[config.mk]
export PLATFORM = sky130hd
export DESIGN_NAME = gyro_err_demod
export DESIGN_NICKNAME = d
export VERILOG_FILES = /design/src/rtl/gyro_err_demod.sv
export SDC_FILE = /design/constraint.sdc
export NUM_CORES = 1
export LEC_CHECK = 0
export BUFFER_PORTS_ARGS = -buffer_cell sky130_fd_sc_hd__buf_2
export CAP_MARGIN = 10
export CORE_MARGIN = 5
export CORE_UTILIZATION = 66
export DETAILED_ROUTE_END_ITERATION = 8
export PLACE_DENSITY = 0.81
export SYNTH_ARGS = -nofsm -noshare
export SYNTH_HDL_FRONTEND = slang
export SYNTH_SLANG_ARGS = --single-unit
[constraint.sdc]
create_clock -name i_clk -period 12.6 [get_ports i_clk]
set_clock_uncertainty 0.1 [all_clocks]
set_input_delay 2.52 -clock i_clk [delete_from_list [all_inputs] [get_ports i_clk]]
set_output_delay 2.52 -clock i_clk [all_outputs]
set_load 0.1 [all_outputs]
[src/rtl/gyro_err_demod.sv]
// gyro_err_demod: square-wave bias modulation driver with a synchronous
// demodulator. The block sums the ADC samples of each half-period separately
// and emits one scaled, polarity-corrected error per full modulation period.
module gyro_err_demod #(
  parameter int ADC_W = 14,
  parameter int CNT_W = 16
) (
  input  logic                    i_clk,
  input  logic                    i_rst,
  input  logic                    i_en,
  input  logic [CNT_W-1:0]        i_freq,
  input  logic [CNT_W-1:0]        i_wait_cnt,
  input  logic [4:0]              i_avg_sel,
  input  logic                    i_polarity,
  input  logic signed [ADC_W-1:0] i_adc,
  output logic                    o_mod,
  output logic signed [31:0]      o_err,
  output logic                    o_err_valid,
  output logic                    o_step_trig
);

  localparam int ACC_W  = ADC_W + CNT_W;
  localparam int DIFF_W = ACC_W + 1;

  typedef enum logic [1:0] {IDLE, HI, LO} state_t;

  state_t state, state_nxt;

  logic [CNT_W-1:0]        cnt;
  logic [CNT_W-1:0]        freq_l;
  logic [CNT_W-1:0]        wait_l;
  logic [4:0]              avg_l;
  logic                    pol_l;
  logic signed [ACC_W-1:0] sum_hi;
  logic signed [ACC_W-1:0] sum_lo;

  logic                     last_smp;
  logic                     take_smp;
  logic                     hi_entry;
  logic                     period_done;
  logic signed [ACC_W-1:0]  adc_ext;
  logic signed [ACC_W-1:0]  sum_lo_fin;
  logic signed [DIFF_W-1:0] hi_x;
  logic signed [DIFF_W-1:0] lo_x;
  logic signed [DIFF_W-1:0] diff_p0;

  // Sign-extend the difference to 32 bits, shift arithmetically (floor) and
  // optionally negate. The difference never reaches -2^31, so negation is safe.
  function automatic logic signed [31:0] scale_err(
    input logic signed [DIFF_W-1:0] d,
    input logic [4:0]               sh,
    input logic                     neg
  );
    logic signed [31:0] ext;
    logic signed [31:0] shd;
    ext = {{(32-DIFF_W){d[DIFF_W-1]}}, d};
    shd = ext >>> sh;
    return neg ? -shd : shd;
  endfunction

  // Clamp the requested half-period to the shortest usable length of 2.
  function automatic logic [CNT_W-1:0] clamp_freq(input logic [CNT_W-1:0] f);
    return (f < CNT_W'(2)) ? CNT_W'(2) : f;
  endfunction

  // FSM state register.
  always_ff @(posedge i_clk) begin
    if (i_rst) state <= IDLE;
    else       state <= state_nxt;
  end

  // Next-state logic and per-clock control decodes.
  always_comb begin
    state_nxt   = state;
    hi_entry    = 1'b0;
    period_done = 1'b0;
    last_smp    = (cnt == freq_l - CNT_W'(1));
    take_smp    = (cnt >= wait_l);
    case (state)
      IDLE: begin
        if (i_en) begin
          state_nxt = HI;
          hi_entry  = 1'b1;
        end
      end
      HI: begin
        if (!i_en)         state_nxt = IDLE;
        else if (last_smp) state_nxt = LO;
      end
      LO: begin
        if (!i_en) begin
          state_nxt = IDLE;
        end else if (last_smp) begin
          state_nxt   = HI;
          hi_entry    = 1'b1;
          period_done = 1'b1;
        end
      end
      default: state_nxt = IDLE;
    endcase
  end

  // Stage p0: the final LO sample is folded in combinationally so the error
  // can register on the same edge that starts the next period.
  always_comb begin
    adc_ext    = {{CNT_W{i_adc[ADC_W-1]}}, i_adc};
    sum_lo_fin = take_smp ? (sum_lo + adc_ext) : sum_lo;
    hi_x       = {sum_hi[ACC_W-1], sum_hi};
    lo_x       = {sum_lo_fin[ACC_W-1], sum_lo_fin};
    diff_p0    = hi_x - lo_x;
  end

  // Counter, config latch, accumulators and registered outputs.
  always_ff @(posedge i_clk) begin
    if (i_rst) begin
      cnt         <= '0;
      freq_l      <= CNT_W'(2);
      wait_l      <= '0;
      avg_l       <= '0;
      pol_l       <= 1'b0;
      sum_hi      <= '0;
      sum_lo      <= '0;
      o_mod       <= 1'b0;
      o_err       <= '0;
      o_err_valid <= 1'b0;
      o_step_trig <= 1'b0;
    end else begin
      o_err_valid <= 1'b0;
      o_step_trig <= 1'b0;
      o_mod       <= (state_nxt == HI);

      if (hi_entry || state_nxt == IDLE || last_smp) cnt <= '0;
      else                                           cnt <= cnt + CNT_W'(1);

      if (hi_entry || state_nxt == IDLE) begin
        sum_hi <= '0;
        sum_lo <= '0;
      end else if (state == HI && take_smp) begin
        sum_hi <= sum_hi + adc_ext;
      end else if (state == LO && take_smp) begin
        sum_lo <= sum_lo + adc_ext;
      end

      if (hi_entry) begin
        freq_l      <= clamp_freq(i_freq);
        wait_l      <= i_wait_cnt;
        avg_l       <= i_avg_sel;
        pol_l       <= i_polarity;
        o_step_trig <= 1'b1;
      end

      // Stage p1: registered error, using the config of the period just ended.
      if (period_done) begin
        o_err       <= scale_err(diff_p0, avg_l, pol_l);
        o_err_valid <= 1'b1;
      end
    end
  end

endmodule

==> reports/results.tsv <==
metric	value	unit
synth_nets	2266	
drive_above_1_share	0.104	
place_congestion	1.05	
yosysWarnings	0	
drt-initial-drc-count	2103	
grt_pass1_vias	15300	
grt_pass1_wl	79800	um
required	12.84	ns
ir_drop	0.0826	mV
worstRegToRegCells	33	
grt_max_degree	60	
cp_slowest_cell	o21ai_0	
cp-end-kind	register	
clock_latency	0.44	ns
dp_hpwl	36900	um
cts-resized-gates	0	
wl_per_cell	20.4	um
grt_use_total	0.363	
syn2layout_area_growth	7.26	%
clk_pin_slew_worst_paths	0.08	ns
p_leak	7.03	nW
slowest_delay	0.69	ns
ios	90	
grt_antenna_before_repair	0	
grt.met2_usage	0.559	
fmax	0.0966	GHz
met1_usage	0.506	
synth-seq-cells	151	
multiInputGateArea	11900	um2
final_cell_mix	nor2_1, nand2_1, a21oi_1	
cts.sinks	151	
status	finished clean	
start_util	0.668	
finalWirelength	49700	um
die_y	164	um
crit_path_max_fanout	9	
fin_tns_setup	0	ns
synth_seq_area_share	0.194	
timing.final.crit_share	0.822	
drt_first_pass_iters	6	
numCtsBuffers	17	
arrival	10.59	ns
drc	0	
seq_area	3020	um2
synthArstFlopShare	0	
p_per_area	120	nW/um2
ctsHoldBuffers	0	
grt_overflow	0	
root_buffer	clkbuf_16	
min_path_cells	2	
hold_violations	0	
synth.distinct_cells	110	
cap_violations	0	
ant_nets	0	
finalSetupViolations	0	
cts-htree-levels	4	
synth_edf_count	0	
die_x	164	um
r2r_end	o_err[30]	
n_fill_cell	1940	
netlist_area	15600	um2
r2r_slack	4.03	ns
synth_flop_cell	dfxtp_1	
power	2.01	mW
path_class	in2reg	
hp-class	reg2reg	
nNetsFinal	2276	
reg2reg_from	sum_lo[0]	
slew_viol_final	0	
via_per_inst	6.91	
use_met3	0.0707	
max_slew_margin	0.263	
clockBufferDepth	2	
coreArea	23300	um2
holdPathEnd	o_err[7]	
post-cts-setup-buffers	0	
cts_tree	yes	
dieArea	26800	um2
rsz0062_at_grt	no	
n_antenna_cell	0	
hold_start	o_err[7]	
grt_busiest_layer	met2	
io_buffers	89	
postSynthAreaPerCell	7.42	um2
period_minus_slack	10.36	ns
rows	56	
final_common_cell	nor2_1	
worst_slew_pin_slew	1.10	ns
vias	16900	
synth_cells	2099	
start_kind	input port	
[Yosys cell counts (20+ instances only)]
cell type / count / area, um2
or3_1: 20 / 125
inv_1: 63 / 236
nor2_1: 238 / 893
clkbuf_1: 82 / 308
nand3_1: 73 / 365
a21oi_1: 165 / 826
dfxtp_1: 151 / 3020
and3_1: 22 / 138
xor2_1: 47 / 412
nand4_1: 29 / 181
a21o_1: 38 / 285
nand2_1: 235 / 882
xnor2_1: 63 / 552
a211oi_1: 32 / 240
o21a_1: 24 / 180
a31oi_1: 27 / 169
o211ai_1: 30 / 225
o21ai_0: 100 / 500
ha_1: 109 / 1360
nor3_1: 63 / 315
mux2i_1: 80 / 801
[layout make-up]
class                      instances  share of cell area
clock buffer                      17              0.0255
tap                              319              0.0239
clock inverter                    15              0.0104
inverter                          65              0.0146
timing repair buffer             107              0.0347
sequential                       151               0.181
multi-input combinational       1767               0.710
[worst max path at each step]
stage / start / endpoint / cells past startpoint
after floorplan: i_adc[0] / o_err[23] / 32
after global placement: i_adc[0] / o_err[23] / 32
after detailed placement: i_adc[0] / o_err[23] / 31
after CTS: i_adc[0] / o_err[23] / 31
after global routing: i_adc[0] / o_err[27] / 32
final: i_adc[0] / o_err[30] / 34
[metrics by stage]
stage | setup slack (ns) | hold WS [ns] | utilization | cells | instance area (um2)
floorplan | 3.62 | 0.348 | - | 2099 | 15600
global placement | 2.34 | 0.332 | 0.690 | 2409 | 16100
detailed placement | 2.14 | 0.336 | 0.690 | 2409 | 16100
CTS | 2.54 | 0.355 | 0.716 | 2441 | 16700
global route | 1.67 | 0.385 | 0.716 | 2441 | 16700
finish | 2.24 | 0.348 | 0.716 | 2441 | 16700
[flip-flops by register name (all words and copies together), names as in the netlist]
signal / cells
cnt: 16
sum_hi: 30
o_mod: 1
state: 2
wait_l: 16
o_err: 32
avg_l: 5
o_err_valid: 1
sum_lo: 30
freq_l: 16
o_step_trig: 1
pol_l: 1
[power breakdown]
| part | internal [mW] | leakage [nW] | switching, mW | total, mW |
|---|---|---|---|---|
| logic | 0.344 | 5.51 | 0.642 | 0.986 |
| registers | 0.486 | 1.22 | 0.00783 | 0.493 |
| clock network | 0.269 | 0.293 | 0.263 | 0.532 |
[layer usage]
layer | routed length [um] | share of wire
met1 | 21000 | 0.42
met2 | 21800 | 0.44
met3 | 4910 | 0.099
met4 | 1950 | 0.039
met5 | 0 | 0
[cells by family after synthesis]
logic type | count (synthesis) | share of synthesized area
buffers and inverters | 181 | 0.0462
adders and majority gates | 112 | 0.0914
muxes | 100 | 0.0733
xor gates and xnor gates | 110 | 0.0618
DFF | 151 | 0.194
and+or+nand+nor | 815 | 0.250
AOI/OAI and AO/OA | 630 | 0.283
[critical path: cells and delay by family]
family | cells | cell delay, ns
buffers and inverters | 3 | 0.23
adder cells (fa/ha/maj) | 4 | 1.27
AO/OA/AOI/OAI | 17 | 4.52
XOR/XNOR | 1 | 0.18
AND/OR/NAND/NOR | 8 | 1.71
multiplexers | 1 | 0.15
(Power assumes the default switching activity.)
